File: src/rtl/hex_scan_pkg.sv
// Shared constants and helpers for the hex_scan display controller and its
// prescaler.
package hex_scan_pkg;

   localparam int MAX_DIGITS = 8;
   localparam int NIBBLE_W   = 4;

   // Segment pattern the downstream decoder drives for a suppressed digit.
   localparam logic [6:0] BLANK_SEG = 7'b1111111;

   function automatic int clog2(input int n);
      int r;
      r = 0;
      for (int i = 0; i < 31; i++) begin
         if ((32'sd1 <<< i) < n) begin
            r = i + 1;
         end else begin
            r = r;
         end
      end
      return (r < 1) ? 1 : r;
   endfunction

endpackage

File: src/rtl/hex_scan_if.sv
// Capture/display bus between the value datapath, hex_scan and the segment
// decoder.
interface hex_scan_if #(parameter int DIGITS = 8);

   logic                                      load_i;
   logic [hex_scan_pkg::NIBBLE_W*DIGITS-1:0]  data_i;
   logic [DIGITS-1:0]                         mask_i;
   logic [hex_scan_pkg::NIBBLE_W-1:0]         nibble_o;
   logic [DIGITS-1:0]                         an_o;
   logic                                      blank_o;
   logic [2:0]                                digit_o;

   modport master (
      output load_i, data_i, mask_i,
      input  nibble_o, an_o, blank_o, digit_o
   );

   modport slave (
      input  load_i, data_i, mask_i,
      output nibble_o, an_o, blank_o, digit_o
   );

endinterface

File: src/rtl/hex_scan_tick.sv
// scan_tick: free-running DIV prescaler; tick_o is high during the cycle in
// which the count sits at DIV-1. Reusable by other display/debounce blocks.
module scan_tick
   import hex_scan_pkg::*;
#(
   parameter int DIV   = 50000,
   parameter int CNT_W = clog2(DIV)
) (
   input  logic             clk,
   input  logic             rst_n,
   output logic             tick_o,
   output logic [CNT_W-1:0] cnt_o
);

   localparam logic [CNT_W-1:0] LAST = CNT_W'(DIV - 1);

   logic [CNT_W-1:0] cnt_r;
   logic [CNT_W-1:0] cnt_nxt_s;
   logic             tick_r;

   // Next count value, wrapping after DIV-1.
   always_comb begin
      cnt_nxt_s = (cnt_r == LAST) ? {CNT_W{1'b0}} : cnt_r + {{(CNT_W-1){1'b0}}, 1'b1};
   end

   // Count register; tick is registered alongside so it marks the wrap cycle.
   always_ff @(posedge clk) begin
      if (!rst_n) begin
         cnt_r  <= {CNT_W{1'b0}};
         tick_r <= (LAST == {CNT_W{1'b0}});
      end else begin
         cnt_r  <= cnt_nxt_s;
         tick_r <= (cnt_nxt_s == LAST);
      end
   end

   assign tick_o = tick_r;
   assign cnt_o  = cnt_r;

endmodule

File: src/rtl/hex_scan.sv
// hex_scan: time-multiplexed 7-segment digit scanner. Optional leading-zero
// blanking is enabled by defining HEX_SCAN_LZB_EN.
module hex_scan
   import hex_scan_pkg::*;
#(
   parameter int DIGITS = 8,
   parameter int DIV    = 50000
) (
   input  logic     clk,
   input  logic     rst_n,
   hex_scan_if.slave bus
);

   localparam int                CNT_W    = clog2(DIV);
   localparam int                IDX_W    = 3;
   localparam logic [IDX_W-1:0]  LAST_IDX = IDX_W'(DIGITS - 1);
   localparam logic [CNT_W-1:0]  LAST_CNT = CNT_W'(DIV - 1);

   logic [NIBBLE_W*DIGITS-1:0] data_r;
   logic [DIGITS-1:0]          mask_r;
   logic [IDX_W-1:0]           idx_r;
   logic                       tick_s;
   logic [CNT_W-1:0]           cnt_s;
   logic                       step_s;
   logic [DIGITS-1:0]          sel_s;
   logic [DIGITS-1:0]          lzb_s;
   logic [NIBBLE_W-1:0]        nib_s;
   logic                       show_s;
   logic [DIGITS-1:0]          an_s;

   scan_tick #(.DIV(DIV), .CNT_W(CNT_W)) u_tick (
      .clk    (clk),
      .rst_n  (rst_n),
      .tick_o (tick_s),
      .cnt_o  (cnt_s)
   );

   // A digit advance needs both the tick flag and the count at its wrap value,
   // so a single upset register cannot skip a dwell slot.
   assign step_s = tick_s & (cnt_s == LAST_CNT);

   // Capture of display content and digit index stepping.
   always_ff @(posedge clk) begin
      if (!rst_n) begin
         data_r <= {(NIBBLE_W*DIGITS){1'b0}};
         mask_r <= {DIGITS{1'b1}};
         idx_r  <= {IDX_W{1'b0}};
      end else begin
         if (bus.load_i) begin
            data_r <= bus.data_i;
            mask_r <= bus.mask_i;
         end
         if (step_s) begin
            idx_r <= (idx_r == LAST_IDX) ? {IDX_W{1'b0}} : idx_r + {{(IDX_W-1){1'b0}}, 1'b1};
         end
      end
   end

`ifdef HEX_SCAN_LZB_EN
   logic zero_s;

   // Digit k>0 is blanked when it and every nibble above it are zero.
   always_comb begin
      zero_s = 1'b1;
      lzb_s  = {DIGITS{1'b0}};
      for (int k = DIGITS - 1; k >= 1; k--) begin
         zero_s   = zero_s & (data_r[k*NIBBLE_W +: NIBBLE_W] == {NIBBLE_W{1'b0}});
         lzb_s[k] = zero_s;
      end
   end
`else
   assign lzb_s = {DIGITS{1'b0}};
`endif

   // One-hot digit select, nibble mux and visibility, all from registers.
   always_comb begin
      sel_s = {DIGITS{1'b0}};
      nib_s = {NIBBLE_W{1'b0}};
      for (int k = 0; k < DIGITS; k++) begin
         sel_s[k] = (idx_r == IDX_W'(k));
         nib_s    = nib_s | ({NIBBLE_W{sel_s[k]}} & data_r[k*NIBBLE_W +: NIBBLE_W]);
      end
      show_s = |(sel_s & mask_r & ~lzb_s);
      an_s   = show_s ? ~sel_s : {DIGITS{1'b1}};
   end

   assign bus.nibble_o = nib_s;
   assign bus.an_o     = an_s;
   assign bus.blank_o  = ~show_s;
   assign bus.digit_o  = idx_r;

endmodule

File: src/flat_wrapper.sv
// flat-port wrapper written by rule: the top's interface ports become plain ports
module hex_scan_flat import hex_scan_pkg::*;
#(
   parameter int DIGITS = 8,
   parameter int DIV    = 50000
)
  (clk, rst_n, bus_load_i, bus_data_i, bus_mask_i, bus_nibble_o, bus_an_o, bus_blank_o, bus_digit_o);
  hex_scan_if #(.DIGITS(DIGITS)) bus_i ();
  input  logic clk;
  input  logic rst_n;
  input wire logic [$bits(bus_i.load_i)-1:0] bus_load_i;
  input wire logic [$bits(bus_i.data_i)-1:0] bus_data_i;
  input wire logic [$bits(bus_i.mask_i)-1:0] bus_mask_i;
  output wire logic [$bits(bus_i.nibble_o)-1:0] bus_nibble_o;
  output wire logic [$bits(bus_i.an_o)-1:0] bus_an_o;
  output wire logic [$bits(bus_i.blank_o)-1:0] bus_blank_o;
  output wire logic [$bits(bus_i.digit_o)-1:0] bus_digit_o;
  assign bus_i.load_i = bus_load_i;
  assign bus_i.data_i = bus_data_i;
  assign bus_i.mask_i = bus_mask_i;
  assign bus_nibble_o = bus_i.nibble_o;
  assign bus_an_o = bus_i.an_o;
  assign bus_blank_o = bus_i.blank_o;
  assign bus_digit_o = bus_i.digit_o;
  hex_scan #(.DIGITS(DIGITS), .DIV(DIV)) u_core (.clk(clk), .rst_n(rst_n), .bus(bus_i));
endmodule
File: config.mk
export PLATFORM = sky130hd
export DESIGN_NAME = hex_scan_flat
export DESIGN_NICKNAME = d
export VERILOG_FILES = /design/src/rtl/hex_scan_pkg.sv /design/src/rtl/hex_scan_if.sv /design/src/rtl/hex_scan_tick.sv /design/src/rtl/hex_scan.sv /design/src/flat_wrapper.sv
export SDC_FILE = /design/constraint.sdc
export NUM_CORES = 1
export LEC_CHECK = 0
export ABC_AREA = 1
export BUFFER_PORTS_ARGS = -buffer_cell sky130_fd_sc_hd__buf_2
export CORE_MARGIN = 3
export CORE_UTILIZATION = 53
export CTS_BUF_LIST = sky130_fd_sc_hd__clkbuf_4 sky130_fd_sc_hd__clkbuf_8
export DETAILED_ROUTE_END_ITERATION = 10
export PLACE_DENSITY_LB_ADDON = 0.12
export SLEW_MARGIN = 10
export SYNTH_ARGS = -nofsm -noshare
export SYNTH_HDL_FRONTEND = slang
export SYNTH_SLANG_ARGS = --single-unit
export TNS_END_PERCENT = 30
File: constraint.sdc
create_clock -name clk -period 2 [get_ports clk]
set_clock_uncertainty 0.15 [all_clocks]
set_input_delay 0.2 -clock clk [delete_from_list [all_inputs] [get_ports clk]]
set_output_delay 0.2 -clock clk [all_outputs]
set_load 0.1 [all_outputs]
==> After elaboration in Yosys (flattened, before gate mapping) <==
Cells that the tools add are included.
{ "totals": {"ff_bits": 60, "out_inout_bits": 16, "wordCells": 40} }
{ "classes": {"add_sub_neg": 2, "n_eq_ne": 9, "mux": 3, "bitwise": 19, "n_reduce_logical": 2} }
{ "op_table": {"columns": ["cell", "count"], "rows": [
  ["$and 4x4->4", 8],
  ["$eq 16x16->1 const B", 2],
  ["$or 4x4->4", 7],
  ["$add 16x1->16 const B", 1],
  ["$mux 16", 1],
  ["$eq 3x3->1 const B", 4],
  ["$and 8x8->8", 1],
  ["$mux 8", 1],
  ["$not 8->8", 1],
  ["$reduce_or 8->1", 1],
  ["$eq 3x2->1 const B", 2],
  ["$add 3x1->3 const B", 1],
  ["$eq 3x1->1 const B", 1],
  ["$logic_not 3->1", 1],
  ["$mux 3", 1],
  ["$and 1x1->1", 1],
  ["$not 1->1", 1]
]} }

==> Logic depth before layout (Yosys ltp) <==
{ "logic_depth": {"depth_word": 9, "depth_mapped": 12, "ltp_nobuf": 12} }

==> Modules after synthesis <==
A second synthesis with hierarchy kept.
{ "hier_totals": {"hier_cells": 479, "hier_area_um2": 3064.2} }
{ "by_module_without_submodules": {"columns": ["module", "n_inst", "cells_per_inst", "area_per_inst_um2"], "rows": [
  ["hex_scan", 1, 313, 2052.0],
  ["scan_tick", 1, 166, 1012.2]
]} }

==> Worst setup path after synthesis <==
Ideal clock, no wire load.
{ "synth_timing": {"kind": "register to output", "startpoint": "register u_core.idx_r[0] (netlist: u_core.bus.digit_o[0])", "endpoint": "output port bus_nibble_o[0]", "arrival_ns": 2.864, "path_slack_ns": -1.214, "path_stages_with_launch": 9, "n_path_buf": 0, "cell_sequence": "dfxtp_1 inv_1 ha_1 inv_1 nor2_1 nand2_1 nand3_1 a221oi_1 nand4_1"} }
{ "synth_via": {"elab_chain_cells": 9} }
{ "synth_rtl": {"columns": ["element", "line_no", "source"], "rows": [
  ["start: declaration", "hex_scan.sv:21", "logic [IDX_W-1:0] idx_r;"],
  ["start signal: assignment", "hex_scan.sv:47", "idx_r <= {IDX_W{1'b0}};"],
  ["start signal: assignment", "hex_scan.sv:54", "idx_r <= (idx_r == LAST_IDX) ? {IDX_W{1'b0}} : idx_r + {{(IDX_W-1){1'b0}}, 1'b1};"],
  ["$eq 3x1->1 or $logic_not 3->1 (tied branches)", "hex_scan.sv:80", "sel_s[k] = (idx_r == IDX_W'(k));"],
  ["$and 4x4->4", "hex_scan.sv:81", "nib_s = nib_s | ({NIBBLE_W{sel_s[k]}} & data_r[k*NIBBLE_W +: NIBBLE_W]);"],
  ["$or 4x4->4 (6 in a row)", "hex_scan.sv:81", null],
  ["$or 4x4->4 *", "hex_scan.sv:81", null],
  ["end: declaration", "flat_wrapper.sv:14", "output wire logic [$bits(bus_i.nibble_o)-1:0] bus_nibble_o;"]
]} }
Mark *: on every way between the ends. The rest lies on a longest branch, timed or not.

==> Final worst setup path <==
{ "layout_timing": {"startpoint": "register u_core.idx_r[1] (netlist: u_core.bus.digit_o[1])", "endpoint": "output port bus_an_o[7]"} }
{ "layout_via": {"elab_chain_cells": 4} }
{ "layout_rtl": {"columns": ["element", "line_no", "source"], "rows": [
  ["$eq 3x1->1, or another cell as far along", "hex_scan.sv:80", null],
  ["$and 8x8->8", "hex_scan.sv:83", "show_s = |(sel_s & mask_r & ~lzb_s);"],
  ["$reduce_or 8->1", "hex_scan.sv:83", null],
  ["$mux 8 *", "hex_scan.sv:84", "an_s = show_s ? ~sel_s : {DIGITS{1'b1}};"],
  ["end: declaration", "flat_wrapper.sv:15", "output wire logic [$bits(bus_i.an_o)-1:0] bus_an_o;"]
]} }
Marks and branches as above.

==> metrics.md <==
| Metric | Value |
|---|---|
| Crit path depth | 9 |
| Die height | between 70 and 80 um |
| Max-slew violation count | 0 |
| Final Hold Vio Count | 0 |
| CP Capture Type | primary output |
| CTS H-tree lvls | 3 |
| Io pins | 59 |
| Layout cell share with drive strength beyond 1 | 28.14% |
| HPWL after DPL | between 5 and 6 mm |
| Crit Path Class | flip-flop to primary output |
| Leak | 1.883 nW |
| Chip width | about 79 um |
| Register Area | 1212 um2 |
| CP Launch Type | flip-flop |
| Fillers | approximately 270 |
| Vias in the first global route | between 3k and 4k |
| Switching part of the total | between 20% and 30% |
| Most common cell in the netlist | nor2_1 |
| Register area share after synthesis | between 40 and 50% |
| RSZ-0062 raised after global routing | yes |
| Worst Path Buf+Inv | 4 |
| Final period util | 120.6% |
| Layout Nets | 578 |
| Register share of total power | ~45% |
| Routed WL per cell | around 16 um |
| CTS tree | done |
| Area contributors post-synth | dfxtp_1 (43%), nor2_1 (15%), nand2_1 (12%) |
| Power per cell area | approximately 670 nW/um2 |
| Most frequent CP cell | buf_12 |
| Layout Cells excl Fill | 600 |
| Failing checks | negative setup slack |
| Root Driver | clkbuf_8 |
| Hold path cells | 3 |
| Dominant synthesized flop cell | dfxtp_1 |
| Setup TNS | -4.721 ns |
| Tot GR Track Use | a little under a third |
| Clk_lat worst skew | between 0.3 and 0.4 ns |
| Via/cell ratio | between 5 and 6 |
| TritonCTS Sinks | 60 |
| Number of antenna violations at the first check in global routing | 0 |
| FF+latch count, synth | 60 |
| Starting Density | a little under three fifths |
| # setup viols final | 13 |
| Area grow syn2layout | 52.84% |
| DRT iter0 DRCs | between 200 and 250 |
| Worst setup margin | -0.4111 ns |
| Post-synthesis cell area | ~2800 um2 |
| Number of cell rows | 25 |
| Post-synthesis cell type count | 25 |
| Worst IR Drop VDD | about 0.00063 V |
| Hold/Removal Path Class | primary input to flip-flop |
| Post-synth EDFFs | 0 |
| Setup Fix Bufs, Post-CTS | 0 |
| Fmax | 414.8 MHz |
| Gate count of the mapped netlist | 416 |
| Worst slew pin tran | slightly below 0.5 ns |
| R2R cell count | 10 |
| Top delay family on crit path | buffers and inverters |
| Antenna-violating nets left | 0 |
| Worst Path Max Fanout | 5 |
| Max incr delay on CP | 0.37 ns |
| DRC viols | 0 |
| Die ar. | around 6200 um2 |
| Sw Pwr | about 0.74 mW |
| Clk buf depth | 2 |
| Async set-reset flop share out of synthesis | 0% |
| Cts bufs inserted | 9 |
| Largest net degree at the start of global routing | 42 |
| Pre-antenna DRT Iters | 6 |
| Vias after detailed routing | around 3.2k |
| Final min period | between 2 and 2.5 ns |
| Avg Synthesized Cell Area | 6.785 um2 |
| Final WL | around 9.4 mm |
| Share of the synthesized area in the top cell type | between 40 and 50% |
| Syn. warnings | 0 |
| Most frequent cells after synthesis | nor2_1 (110), nand2_1 (89), dfxtp_1 (60) |
| Syn_nets | 466 |
| Clk slew on worst S/H paths | roughly 0.07 ns |
| Multi-input combinational cell area | 1658 um2 |
| N_diodes | 0 |
| Status | complete, but fails checks |
| Comb power frac | 13.1% |
| Dpl ws | -0.09469 ns |
| Req. time, crit path | roughly 1.7 ns |
| GR Overflow Total | 0 |
| Final RePlAce weighted congestion | 0.9465 |
| Crit-path cells | buf_12 -> inv_4 -> ha_2 -> nand2_1 -> inv_1 -> a221oi_4 -> nand2_4 -> nand2_2 -> buf_12 |
| Clk network pwr share | a little over two fifths |
| # Max-Cap Violations | 0 |
| Area leader, netlist | dfxtp_1 |
| Int Pwr | about 2.2 mW |
| Crit-path slowest cell | a221oi_4 |
| First-pass GRT wire length | ~15 mm |
| Placed instance count | 544 |
| Slew HR | 67.28% |
| Port buffer count | a little under 60 |
| Worst Path Arrival | ~2.1 ns |
| Core Footprint | between 4000 and 5000 um2 |
| Finished Core Util | between 80 and 90% |
[flip-flops by register name, indices dropped and copies added, names as in the netlist]
| register | count |
|---|---|
| u_core.u_tick.tick_o | 1 |
| u_core.data_r | 32 |
| u_core.bus.digit_o | 3 |
| u_core.u_tick.cnt_o | 16 |
| u_core.mask_r | 8 |
[worst register-to-register path, cell delays in order, from the launching register on]
cell     delay, ns
dfxtp_1       0.36
ha_4          0.27
inv_1         0.03
or2_2         0.26
nor2_1        0.12
nand2_1       0.06
nor2_1        0.14
nand3_1       0.09
nor2_1        0.10
nand2_1       0.09
nor2_2        0.08
[metrics by stage]
step	hold WS [ns]	cell area, um2	power [mW]
after floorplan	0.1763	2940	1.492
after global placement	0.2583	3576	1.595
after detailed placement	0.2661	3576	1.602
after CTS	0.01069	4239	2.862
after global routing	0.04057	4314	2.995
final	0.01695	4314	2.898
[area by class of cell]
| cell class | count | share of cell area [%] |
|---|---|---|
| multi-input combinational | 312 | 38.43 |
| clock buffer | 11 | 3.364 |
| sequential | 60 | 28.10 |
| timing repair buffer | 113 | 23.35 |
| inverter | 32 | 3.074 |
| tap | 67 | 1.943 |
| clock inverter | 5 | 1.740 |
[placed cells by master, fill, tap and decap left out, types with 3 or more instances in the layout]
master / instances
nand4_1: 10
buf_2: 45
a21oi_1: 7
nand2_4: 6
nand3_2: 5
o21ai_1: 4
nor3_1: 4
buf_6: 3
inv_1: 22
o21ai_0: 33
nand3_1: 15
nor2_4: 3
inv_4: 3
nor2_1: 108
buf_12: 13
dfxtp_1: 57
ha_2: 3
dfxtp_4: 3
nor2_2: 7
clkinv_2: 4
nand2_2: 14
ha_4: 4
inv_2: 5
nand2_1: 75
dlygate4sd3_1: 39
clkbuf_8: 10
buf_4: 13
[cell families after synthesis]
kind of cell             count (synthesis)  synth area share (%)
flip-flops                              60                 42.55
AND/OR/NAND/NOR                        247                 36.57
XOR/XNOR                                 4                 1.241
AO/OA/AOI/OAI                           53                 10.51
buffers and inverters                   45                 6.028
adder cells (fa/ha/maj)                  7                 3.103
[routing by layer]
layer  up-vias  global-route usage, %  routed length, um
li1       1561                      -                  -
met1      1491                  36.59               3796
met2       161                  53.03               4650
met3        26                  7.483                680
met4         0                  11.51                254
met5         -                      0                  0
[power groups by stage]
stage | clock network, mW | logic [mW] | registers, mW
after floorplan | 0 | 0.190 | 1.30
after global placement | 0 | 0.283 | 1.31
after detailed placement | 0 | 0.289 | 1.31
after CTS | 1.22 | 0.357 | 1.29
after global routing | 1.28 | 0.413 | 1.30
final | 1.22 | 0.381 | 1.30
[repair_timing]
action,CTS,global route
setup endpoints to repair,13,14
endpoints found under the hold margin,39,0
pin swaps,10,5
gates cloned,1,0
resized for setup,13,14
hold buffers,39,0
[final timing paths]
| path | from | to | slack, ns |
|---|---|---|---|
| setup / recovery | u_core.bus.digit_o[1] | bus_an_o[7] | -0.41 |
| hold / removal | bus_data_i[22] | u_core.data_r[22] | 0.02 |
| setup reg to reg | u_core.u_tick.cnt_o[0] | u_core.u_tick.tick_o | 0.18 |
| hold reg to reg | u_core.data_r[22] | u_core.data_r[22] | 0.33 |
Power figures use the tool's default switching activity.
